===== src/rtl/sao_pkg.sv =====
// Shared types and width helpers for the SAO distortion stream block.
package sao_pkg;

  // Beat kind carried on o_kind.
  typedef enum logic [1:0] {
    KIND_EO    = 2'd0,
    KIND_BO    = 2'd1,
    KIND_MERGE = 2'd2
  } kind_t;

  // Sweep controller state. Also exported on a debug port.
  typedef enum logic {
    ST_IDLE = 1'b0,
    ST_RUN  = 1'b1
  } sweep_state_t;

  // SAO type encodings for the default four EO classes.
  // With other N_EO_TYPE values, BO is always sao_type_bo(N_EO_TYPE).
  typedef enum logic [2:0] {
    SAO_EO0 = 3'd0,
    SAO_EO1 = 3'd1,
    SAO_EO2 = 3'd2,
    SAO_EO3 = 3'd3,
    SAO_BO  = 3'd4
  } sao_type_t;

  function automatic int sao_type_bo(input int n_eo_type);
    return n_eo_type;
  endfunction

  // Count width: a CTU holds (2^log2)^2 pixels.
  function automatic int num_w(input int ctu_log2);
    return 2 * ctu_log2;
  endfunction

  // Signed sum width: count width plus clipped difference width.
  function automatic int sum_w(input int ctu_log2, input int clip_bit);
    return num_w(ctu_log2) + clip_bit;
  endfunction

  // Number of bands kept below cand_bo in the BO window.
  function automatic int w_lo(input int n_bo_win);
    return n_bo_win / 2 - 1;
  endfunction

  // clog2 with a floor of one bit, so small counts still get a real field.
  function automatic int clog2_min1(input int n);
    return (n <= 2) ? 1 : $clog2(n);
  endfunction

endpackage


===== src/rtl/sao_dist_stream_if.sv =====
// Output beat stream from sao_dist_stream to the SAO RD-cost datapath.
interface sao_dist_stream_if
  import sao_pkg::*;
#(
  parameter int SUM_W = 14,
  parameter int NUM_W = 10,
  parameter int SEL_W = 2,
  parameter int CAT_W = 3
);
  // Handshake: a beat transfers on every rising edge where o_valid and
  // o_ready are both high. Once o_valid is raised the master holds it and
  // every payload field stable until that transfer; o_valid never depends
  // combinationally on o_ready.
  logic                    o_valid;
  logic                    o_ready;
  logic signed [SUM_W-1:0] o_sum;
  logic [NUM_W-1:0]        o_num;
  kind_t                   o_kind;
  logic [SEL_W-1:0]        o_sel;
  logic [CAT_W-1:0]        o_cat;
  logic                    o_skip;
  logic                    o_last;

  modport master (
    output o_valid, o_sum, o_num, o_kind, o_sel, o_cat, o_skip, o_last,
    input  o_ready
  );

  modport slave (
    input  o_valid, o_sum, o_num, o_kind, o_sel, o_cat, o_skip, o_last,
    output o_ready
  );
endinterface


===== src/rtl/sao_merge_bo_remap.sv =====
// Maps a merge candidate's BO start band into the local BO window.
// hit is high when all N_CATEGORY bands starting at aux lie inside the
// window; idx is then the window slot for category cat.
module sao_merge_bo_remap
  import sao_pkg::*;
#(
  parameter int N_BO_WIN   = 8,
  parameter int N_CATEGORY = 4,
  localparam int IDX_W = clog2_min1(N_BO_WIN),
  localparam int CAT_W = clog2_min1(N_CATEGORY)
) (
  input  logic [4:0]       cand_bo,
  input  logic [4:0]       aux,
  input  logic [CAT_W-1:0] cat,
  output logic             hit,
  output logic [IDX_W-1:0] idx
);
  localparam int W_LO = w_lo(N_BO_WIN);
  localparam logic signed [6:0] D_MIN = 7'(-W_LO);
  localparam logic signed [6:0] D_MAX = 7'(N_BO_WIN - W_LO - N_CATEGORY);
  localparam logic signed [6:0] OFS   = 7'(W_LO);

  logic signed [6:0] d;
  logic signed [6:0] slot;

  // Band distance in 7-bit signed arithmetic so bands never wrap mod 32.
  always_comb begin
    d    = $signed({2'b00, aux}) - $signed({2'b00, cand_bo});
    hit  = (d >= D_MIN) && (d <= D_MAX);
    slot = d + OFS + $signed(7'(cat));
    idx  = IDX_W'(slot);
  end
endmodule


===== src/rtl/sao_dist_stream.sv =====
// Sequential SAO distortion arranger: walks every EO, BO-window and merge
// candidate after a start pulse and emits one (sum, num) beat per step.
module sao_dist_stream
  import sao_pkg::*;
#(
  parameter int NUM_PIX_CTU_LOG2 = 5,
  parameter int DIFF_CLIP_BIT    = 4,
  parameter int N_CATEGORY       = 4,
  parameter int N_EO_TYPE        = 4,
  parameter int N_BO_WIN         = 8,
  parameter int N_MERGE          = 2,
  localparam int NUM_W = num_w(NUM_PIX_CTU_LOG2),
  localparam int SUM_W = sum_w(NUM_PIX_CTU_LOG2, DIFF_CLIP_BIT)
) (
  input  logic                    clk,
  input  logic                    rst,
  input  logic                    start,
  input  logic signed [SUM_W-1:0] sum_eo [N_EO_TYPE][N_CATEGORY],
  input  logic [NUM_W-1:0]        num_eo [N_EO_TYPE][N_CATEGORY],
  input  logic signed [SUM_W-1:0] sum_bo [N_BO_WIN],
  input  logic [NUM_W-1:0]        num_bo [N_BO_WIN],
  input  logic [4:0]              cand_bo,
  input  logic [2:0]              merge_type [N_MERGE],
  input  logic [1:0]              merge_mode [N_MERGE],
  input  logic [4:0]              merge_aux [N_MERGE],
  output logic                    busy,
  output logic                    done,
  output sweep_state_t            dbg_state,
  sao_dist_stream_if.master       out_if
);
  localparam int EO_END = N_EO_TYPE * N_CATEGORY;
  localparam int BO_END = EO_END + N_BO_WIN;
  localparam int N_STEP = BO_END + N_MERGE * N_CATEGORY;
  localparam int STEP_W = clog2_min1(N_STEP);
  localparam int SEL_W  = clog2_min1((N_EO_TYPE > N_MERGE) ? N_EO_TYPE : N_MERGE);
  localparam int CAT_W  = clog2_min1(N_BO_WIN);
  localparam int MCAT_W = clog2_min1(N_CATEGORY);

  sweep_state_t      state;
  logic [STEP_W-1:0] step;
  logic [STEP_W-1:0] load_step;
  logic [4:0]        cand_q;
  logic [2:0]        mtype_q [N_MERGE];
  logic [1:0]        mmode_q [N_MERGE];
  logic [4:0]        maux_q  [N_MERGE];

  kind_t                   b_kind;
  int                      s_i, b_sel, b_cat, eo_t, eo_c, bo_i;
  logic                    b_last, b_skip;
  logic signed [SUM_W-1:0] b_sum;
  logic [NUM_W-1:0]        b_num;
  logic [2:0]              m_type;
  logic [1:0]              m_mode;
  logic [4:0]              m_aux;
  logic [MCAT_W-1:0]       m_cat;
  logic                    bo_hit;
  logic [CAT_W-1:0]        bo_idx;
  logic                    xfer, load_en, end_en;

  assign busy      = (state == ST_RUN);
  assign dbg_state = state;
  assign xfer      = (state == ST_RUN) && out_if.o_valid && out_if.o_ready;
  assign end_en    = xfer && out_if.o_last;
  assign load_en   = ((state == ST_IDLE) && start) || (xfer && !out_if.o_last);
  assign load_step = (state == ST_IDLE) ? '0 : step + 1'b1;

  // Decode the step being loaded into beat kind, selector and category.
  // Beat 0 is always EO, so merge context is only read once it is captured.
  always_comb begin
    s_i    = int'(load_step);
    b_kind = KIND_EO;
    b_sel  = 0;
    b_cat  = 0;
    m_type = '0;
    m_mode = '0;
    m_aux  = '0;
    b_last = (s_i == N_STEP - 1);
    if (s_i < EO_END) begin
      b_sel = s_i / N_CATEGORY;
      b_cat = s_i % N_CATEGORY;
    end else if (s_i < BO_END) begin
      b_kind = KIND_BO;
      b_cat  = s_i - EO_END;
    end else begin
      b_kind = KIND_MERGE;
      b_sel  = (s_i - BO_END) / N_CATEGORY;
      b_cat  = (s_i - BO_END) % N_CATEGORY;
      for (int m = 0; m < N_MERGE; m++) begin
        if (m == b_sel) begin
          m_type = mtype_q[m];
          m_mode = mmode_q[m];
          m_aux  = maux_q[m];
        end
      end
    end
    m_cat = MCAT_W'(b_cat);
  end

  sao_merge_bo_remap #(
    .N_BO_WIN   (N_BO_WIN),
    .N_CATEGORY (N_CATEGORY)
  ) u_remap (
    .cand_bo (cand_q),
    .aux     (m_aux),
    .cat     (m_cat),
    .hit     (bo_hit),
    .idx     (bo_idx)
  );

  // Resolve which statistic feeds the beat; unusable merges give zero payload.
  always_comb begin
    eo_t   = -1;
    eo_c   = 0;
    bo_i   = -1;
    b_skip = 1'b0;
    b_sum  = '0;
    b_num  = '0;
    case (b_kind)
      KIND_EO: begin
        eo_t = b_sel;
        eo_c = b_cat;
      end
      KIND_BO: bo_i = b_cat;
      default: begin
        if (m_mode == 2'd0 || int'(m_type) > N_EO_TYPE) begin
          b_skip = 1'b1;
        end else if (int'(m_type) < N_EO_TYPE) begin
          eo_t = int'(m_type);
          eo_c = b_cat;
        end else if (bo_hit) begin
          bo_i = int'(bo_idx);
        end else begin
          b_skip = 1'b1;
        end
      end
    endcase
    for (int t = 0; t < N_EO_TYPE; t++) begin
      for (int c = 0; c < N_CATEGORY; c++) begin
        if (t == eo_t && c == eo_c) begin
          b_sum = sum_eo[t][c];
          b_num = num_eo[t][c];
        end
      end
    end
    for (int i = 0; i < N_BO_WIN; i++) begin
      if (i == bo_i) begin
        b_sum = sum_bo[i];
        b_num = num_bo[i];
      end
    end
  end

  // Sweep FSM with registered beat outputs and merge-context capture.
  always_ff @(posedge clk) begin
    if (rst) begin
      state          <= ST_IDLE;
      step           <= '0;
      done           <= 1'b0;
      cand_q         <= '0;
      for (int m = 0; m < N_MERGE; m++) begin
        mtype_q[m] <= '0;
        mmode_q[m] <= '0;
        maux_q[m]  <= '0;
      end
      out_if.o_valid <= 1'b0;
      out_if.o_sum   <= '0;
      out_if.o_num   <= '0;
      out_if.o_kind  <= KIND_EO;
      out_if.o_sel   <= '0;
      out_if.o_cat   <= '0;
      out_if.o_skip  <= 1'b0;
      out_if.o_last  <= 1'b0;
    end else begin
      done <= 1'b0;
      case (state)
        ST_IDLE: begin
          if (start) begin
            state          <= ST_RUN;
            out_if.o_valid <= 1'b1;
            cand_q         <= cand_bo;
            for (int m = 0; m < N_MERGE; m++) begin
              mtype_q[m] <= merge_type[m];
              mmode_q[m] <= merge_mode[m];
              maux_q[m]  <= merge_aux[m];
            end
          end
        end
        ST_RUN: begin
          if (end_en) begin
            state          <= ST_IDLE;
            out_if.o_valid <= 1'b0;
            done           <= 1'b1;
          end
        end
        default: state <= ST_IDLE;
      endcase
      if (load_en) begin
        step          <= load_step;
        out_if.o_sum  <= b_sum;
        out_if.o_num  <= b_num;
        out_if.o_kind <= b_kind;
        out_if.o_sel  <= SEL_W'(b_sel);
        out_if.o_cat  <= CAT_W'(b_cat);
        out_if.o_skip <= b_skip;
        out_if.o_last <= b_last;
      end else if (end_en) begin
        out_if.o_sum  <= '0;
        out_if.o_num  <= '0;
        out_if.o_kind <= KIND_EO;
        out_if.o_sel  <= '0;
        out_if.o_cat  <= '0;
        out_if.o_skip <= 1'b0;
        out_if.o_last <= 1'b0;
      end
    end
  end
endmodule


===== src/flat_wrapper.sv =====
// flat-port wrapper written by rule: the top's interface ports become plain ports
module sao_dist_stream_flat import sao_pkg::*;
#(
  parameter int NUM_PIX_CTU_LOG2 = 5,
  parameter int DIFF_CLIP_BIT    = 4,
  parameter int N_CATEGORY       = 4,
  parameter int N_EO_TYPE        = 4,
  parameter int N_BO_WIN         = 8,
  parameter int N_MERGE          = 2,
  localparam int NUM_W = num_w(NUM_PIX_CTU_LOG2),
  localparam int SUM_W = sum_w(NUM_PIX_CTU_LOG2, DIFF_CLIP_BIT)
)
  (clk, rst, start, sum_eo, num_eo, sum_bo, num_bo, cand_bo, merge_type, merge_mode, merge_aux, busy, done, dbg_state, out_if_o_valid, out_if_o_sum, out_if_o_num, out_if_o_kind, out_if_o_sel, out_if_o_cat, out_if_o_skip, out_if_o_last, out_if_o_ready);
  sao_dist_stream_if #(.SUM_W(14), .NUM_W(10), .SEL_W(2), .CAT_W(3)) out_if_i ();
  input  logic clk;
  input  logic rst;
  input  logic start;
  input  logic signed [SUM_W-1:0] sum_eo[N_EO_TYPE][N_CATEGORY];
  input  logic [NUM_W-1:0] num_eo[N_EO_TYPE][N_CATEGORY];
  input  logic signed [SUM_W-1:0] sum_bo[N_BO_WIN];
  input  logic [NUM_W-1:0] num_bo[N_BO_WIN];
  input  logic [4:0] cand_bo;
  input  logic [2:0] merge_type[N_MERGE];
  input  logic [1:0] merge_mode[N_MERGE];
  input  logic [4:0] merge_aux[N_MERGE];
  output logic busy;
  output logic done;
  output sweep_state_t dbg_state;
  output wire logic [$bits(out_if_i.o_valid)-1:0] out_if_o_valid;
  output wire logic [$bits(out_if_i.o_sum)-1:0] out_if_o_sum;
  output wire logic [$bits(out_if_i.o_num)-1:0] out_if_o_num;
  output wire logic [$bits(out_if_i.o_kind)-1:0] out_if_o_kind;
  output wire logic [$bits(out_if_i.o_sel)-1:0] out_if_o_sel;
  output wire logic [$bits(out_if_i.o_cat)-1:0] out_if_o_cat;
  output wire logic [$bits(out_if_i.o_skip)-1:0] out_if_o_skip;
  output wire logic [$bits(out_if_i.o_last)-1:0] out_if_o_last;
  input wire logic [$bits(out_if_i.o_ready)-1:0] out_if_o_ready;
  assign out_if_o_valid = out_if_i.o_valid;
  assign out_if_o_sum = out_if_i.o_sum;
  assign out_if_o_num = out_if_i.o_num;
  assign out_if_o_kind = out_if_i.o_kind;
  assign out_if_o_sel = out_if_i.o_sel;
  assign out_if_o_cat = out_if_i.o_cat;
  assign out_if_o_skip = out_if_i.o_skip;
  assign out_if_o_last = out_if_i.o_last;
  assign out_if_i.o_ready = out_if_o_ready;
  sao_dist_stream #(.NUM_PIX_CTU_LOG2(NUM_PIX_CTU_LOG2), .DIFF_CLIP_BIT(DIFF_CLIP_BIT), .N_CATEGORY(N_CATEGORY), .N_EO_TYPE(N_EO_TYPE), .N_BO_WIN(N_BO_WIN), .N_MERGE(N_MERGE)) u_core (.clk(clk), .rst(rst), .start(start), .sum_eo(sum_eo), .num_eo(num_eo), .sum_bo(sum_bo), .num_bo(num_bo), .cand_bo(cand_bo), .merge_type(merge_type), .merge_mode(merge_mode), .merge_aux(merge_aux), .busy(busy), .done(done), .dbg_state(dbg_state), .out_if(out_if_i));
endmodule

===== config.mk =====
export PLATFORM = sky130hd
export DESIGN_NAME = sao_dist_stream_flat
export DESIGN_NICKNAME = d
export VERILOG_FILES = /design/src/rtl/sao_pkg.sv /design/src/rtl/sao_dist_stream_if.sv /design/src/rtl/sao_merge_bo_remap.sv /design/src/rtl/sao_dist_stream.sv /design/src/flat_wrapper.sv
export SDC_FILE = /design/constraint.sdc
export NUM_CORES = 1
export LEC_CHECK = 0
export BUFFER_PORTS_ARGS = -buffer_cell sky130_fd_sc_hd__clkbuf_2
export CAP_MARGIN = 20
export CORE_AREA = 10 10 241 243
export CTS_CLUSTER_SIZE = 30
export DETAILED_ROUTE_END_ITERATION = 8
export DIE_AREA = 0 0 251 253
export SKIP_LAST_GASP = 1
export SLEW_MARGIN = 10
export SYNTH_ARGS = -nofsm -noshare
export SYNTH_HDL_FRONTEND = slang
export SYNTH_SLANG_ARGS = --single-unit

===== constraint.sdc =====
create_clock -name clk -period 6.2 [get_ports clk]
set_clock_uncertainty 0.05 [all_clocks]
set_input_delay 0.62 -clock clk [delete_from_list [all_inputs] [get_ports clk]]
set_output_delay 0.62 -clock clk [all_outputs]
set_load 0.03 [all_outputs]

==> run metrics <==
cell area power density 120 mW/mm^2; unrepaired setup endpoints after global routing true; Layout area overhead 60.9%; Synth top area share 0.105; count of buffers from port buffering 641; Pins Over Slew Limit 0; critical path type reg2reg; share of synthesized flip-flops with an asynchronous set or reset 0; depth of the worst register-to-register path 26; top fanout value on the critical path 17; relative slew slack 0.215; launching element of the worst setup path u_core.step[1]; placed inst area 0.0134 sq mm; Critical R2R Capture u_core.out_if.o_num[9]; run status finished, final reports clean; # nets final around 2.5k; number of setup violations in the final report 0; Tot GR Track Use 0.251; cell area after technology mapping 0.00874 sq mm; count of vias placed by the detailed router 13.8k; Syn Inst Count 1200; startpoint of the most critical register-to-register path u_core.step[1]; CTS buffer count 9; largest vdd supply drop 0.137 mV; total congestion overflow after global routing 0; area of combinational cells with multiple inputs just over 0.007 sq mm; worst reg2reg setup slack 0.20 ns; Syn Area/Cell between 7 and 8 sq um; number of design-rule violations left by the first detailed-router iteration 1114; number of filler cells placed in the layout 6071; fraction of layout cells with a size suffix above 1 0.473; Antenna Nets Post-Route 0; maximum number of pins on one net before global-route repair 45; Total Die Area about 0.064 sq mm; startpoint types flop; pin slew with the least headroom to its limit between 1 and 1.5 ns; detailed-router iteration count before antenna repair 5; root buf cell sky130_fd_sc_hd__clkbuf_16; static power due to leakage about 6.4 nW; Mapped Nets around 1.8k; flip-flop cell with the highest count after synthesis sky130_fd_sc_hd__dfxtp_1; number of hold buffers added after cts 0; routed length on met2 40600 microns; termination of the worst setup path u_core.out_if.o_num[9]; minimum hold slack slightly above 0.4 ns; number of cells traversed by the worst hold path 2; number of antenna violations at the first check in global routing between 60 and 70; nature of the critical path endpoint flop; Post-DP HPWL approximately 74000 microns; post-route DRC violation count 0; clock latency on the worst-skew pair 0.36 ns; Finished Cell Area roughly 0.014 sq mm; Detail Route met3 WL 9630 microns; Max Clock Freq roughly 170 MHz; EDFF count, synth 20; initial core utilization 0.164; cell with the largest stage delay on the worst path sky130_fd_sc_hd__fa_1; clock period minus worst slack 6.00 ns; number of top-level pins around 640; site row count between 80 and 90; FF+latch count, synth 66; largest stage delay on the critical path between 0.5 and 0.6 ns; Routed WL ~85000 microns; Distinct cells, synth approximately 100; y dimension of the die roughly 250 microns; Tcrit/Tclk final 0.968; class of the worst hold path reg2reg; die span in x 251 microns; H-tree levels 3; number of warnings reported in the yosys synthesis log 0; post-route core utilization 0.264; area of the core region 0.0533 sq mm; via count normalized by instance count 5.30; largest area contributor in the netlist sky130_fd_sc_hd__dfxtp_1; M1 WL 31600 microns; endpoint arrival time on the critical path ~6.2 ns; vias in the first global route approximately 14k; Max Cap Violations 0; highest metal layer with signal wires met5; placer's final routability congestion estimate about 0.95; area used by sequential logic in the layout around 0.0015 sq mm; Clock Sink Count between 60 and 70; first-pass GRT wire length 113000 microns; final hold violation count 0; clock transition at the registers of the reported paths 0.06 ns; ranking of synthesized cells by area sky130_fd_sc_hd__dfxtp_1 (11%), sky130_fd_sc_hd__nand2_1 (7.3%), sky130_fd_sc_hd__edfxtp_1 (6.9%), sky130_fd_sc_hd__a21oi_1 (5.9%), sky130_fd_sc_hd__a22oi_1 (5.1%); wire length per cell after detailed routing 32.7 microns; sequential area share after synthesis 0.174; maximum buffer depth of the clock tree 2; worst path required time approximately 6.4 ns; clock tree from TritonCTS done
==> metal layers <==
layer	track usage	vias up
met4	0.0792	76
li1	-	6098
met5	0	-
met1	0.281	6598
met2	0.423	795
met3	0.108	188
==> per-stage QoR <==
| step | std cells | worst slack (ns) | total power [W] | TNS, ns |
|---|---|---|---|---|
| floorplan | 1200 | 0.00113 | 0.000729 | 0 |
| global placement | 2550 | -0.233 | 0.00109 | -0.411 |
| detailed placement | 2550 | -0.279 | 0.00109 | -0.562 |
| CTS | 2566 | -0.0384 | 0.00169 | -0.0585 |
| global route | 2586 | -0.0734 | 0.00176 | -0.542 |
| finish | 2596 | 0.201 | 0.00169 | 0 |
==> critical path: cells and delay by family, from the launching register on <==
family | cells | cell delay (ns)
compound gates | 6 | 1.70
flops | 1 | 0.37
simple gates | 8 | 1.50
buf+inv | 4 | 0.45
mux | 1 | 0.24
fa+ha+maj | 7 | 1.59
==> sequential cells by signal (all words and copies together) (netlist names) <==
register and flops:
u_core.out_if.o_sum 14, u_core.maux_q 10, u_core.out_if.o_num 10, u_core.mtype_q 6, u_core.cand_q 5, u_core.step 5
u_core.mmode_q 4, u_core.out_if.o_cat 3, u_core.out_if.o_kind 2, u_core.out_if.o_sel 2, u_core.busy 1, u_core.done 1
u_core.out_if.o_last 1, u_core.out_if.o_skip 1, u_core.out_if.o_valid 1
==> logic make-up after synthesis <==
logic type	after synthesis	synth area share
AOI/OAI and AO/OA	503	0.417
and+or+nand+nor	449	0.263
buffers and inverters	116	0.0593
DFF	66	0.174
muxes	40	0.0498
adders and majority gates	19	0.0289
xor gates and xnor gates	7	0.00702
==> worst min path at each step <==
| stage | start | to | slack (ns) |
|---|---|---|---|
| after floorplan | u_core.cand_q[1] | u_core.cand_q[1] | 0.39 |
| after global routing | cand_bo[4] | u_core.cand_q[4] | 0.44 |
| after global placement | u_core.out_if.o_num[4] | u_core.out_if.o_num[4] | 0.39 |
| final | u_core.out_if.o_cat[1] | u_core.out_if.o_cat[1] | 0.41 |
| after detailed placement | u_core.out_if.o_cat[1] | u_core.out_if.o_cat[1] | 0.40 |
| after CTS | u_core.out_if.o_cat[1] | u_core.out_if.o_cat[1] | 0.41 |
==> final cells by class <==
class / instances / share of cell area
Multi-Input combinational cell: 1018 / 0.501
Timing Repair Buffer: 754 / 0.294
Antenna cell: 20 / 0.00356
Inverter: 26 / 0.00712
Clock buffer: 9 / 0.0160
Tap cell: 696 / 0.0619
Sequential cell: 66 / 0.109
Clock inverter: 7 / 0.00712
==> placed cells by master, fill, tap and decap left out, types with 21 or more instances in the layout <==
cell / count
sky130_fd_sc_hd__nor2_1: 70
sky130_fd_sc_hd__o22ai_1: 26
sky130_fd_sc_hd__clkbuf_2: 641
sky130_fd_sc_hd__a221oi_1: 33
sky130_fd_sc_hd__dfxtp_1: 44
sky130_fd_sc_hd__nand2_1: 170
sky130_fd_sc_hd__nand3_1: 42
sky130_fd_sc_hd__o21ai_0: 62
sky130_fd_sc_hd__mux2i_1: 21
sky130_fd_sc_hd__a22oi_1: 59
sky130_fd_sc_hd__buf_4: 103
sky130_fd_sc_hd__a21oi_1: 98
sky130_fd_sc_hd__and2_1: 24
sky130_fd_sc_hd__a22o_1: 26
==> repair_timing <==
action | CTS | global route
resized for setup | 9 | 28
buffers inserted | 0 | 11
endpoints found under the setup margin | 6 | 24
pin swaps | 0 | 13
==> power by group <==
part / internal, W / switching [W] / total (W)
Clock: 0.000355 / 0.000235 / 0.000590
Sequential: 0.000472 / 0.0000156 / 0.000488
Combinational: 0.000273 / 0.000338 / 0.000611
Total: 0.00110 / 0.000589 / 0.00169
==> cell usage after synthesis, types with 10 or more instances <==
master	count
sky130_fd_sc_hd__nand2b_1	10
sky130_fd_sc_hd__inv_1	25
sky130_fd_sc_hd__a221oi_1	34
sky130_fd_sc_hd__nand2_1	170
sky130_fd_sc_hd__a211oi_1	14
sky130_fd_sc_hd__mux2i_1	21
sky130_fd_sc_hd__nor4_1	11
sky130_fd_sc_hd__a22oi_1	59
sky130_fd_sc_hd__a21oi_1	103
sky130_fd_sc_hd__o22ai_1	27
sky130_fd_sc_hd__and2_1	24
sky130_fd_sc_hd__a22o_1	26
sky130_fd_sc_hd__a31oi_1	15
sky130_fd_sc_hd__nor2_1	75
sky130_fd_sc_hd__or3_1	12
sky130_fd_sc_hd__mux2_2	17
sky130_fd_sc_hd__dfxtp_1	46
sky130_fd_sc_hd__nand4_1	17
sky130_fd_sc_hd__edfxtp_1	20
sky130_fd_sc_hd__o21ai_0	63
sky130_fd_sc_hd__and3_1	14
sky130_fd_sc_hd__ha_1	17
sky130_fd_sc_hd__o221ai_1	14
sky130_fd_sc_hd__a221o_1	12
sky130_fd_sc_hd__nor3_1	25
sky130_fd_sc_hd__buf_2	42
sky130_fd_sc_hd__o31ai_1	11
sky130_fd_sc_hd__o211ai_1	12
sky130_fd_sc_hd__nand3_1	42
sky130_fd_sc_hd__clkbuf_1	39
(Power assumes the default switching activity.)
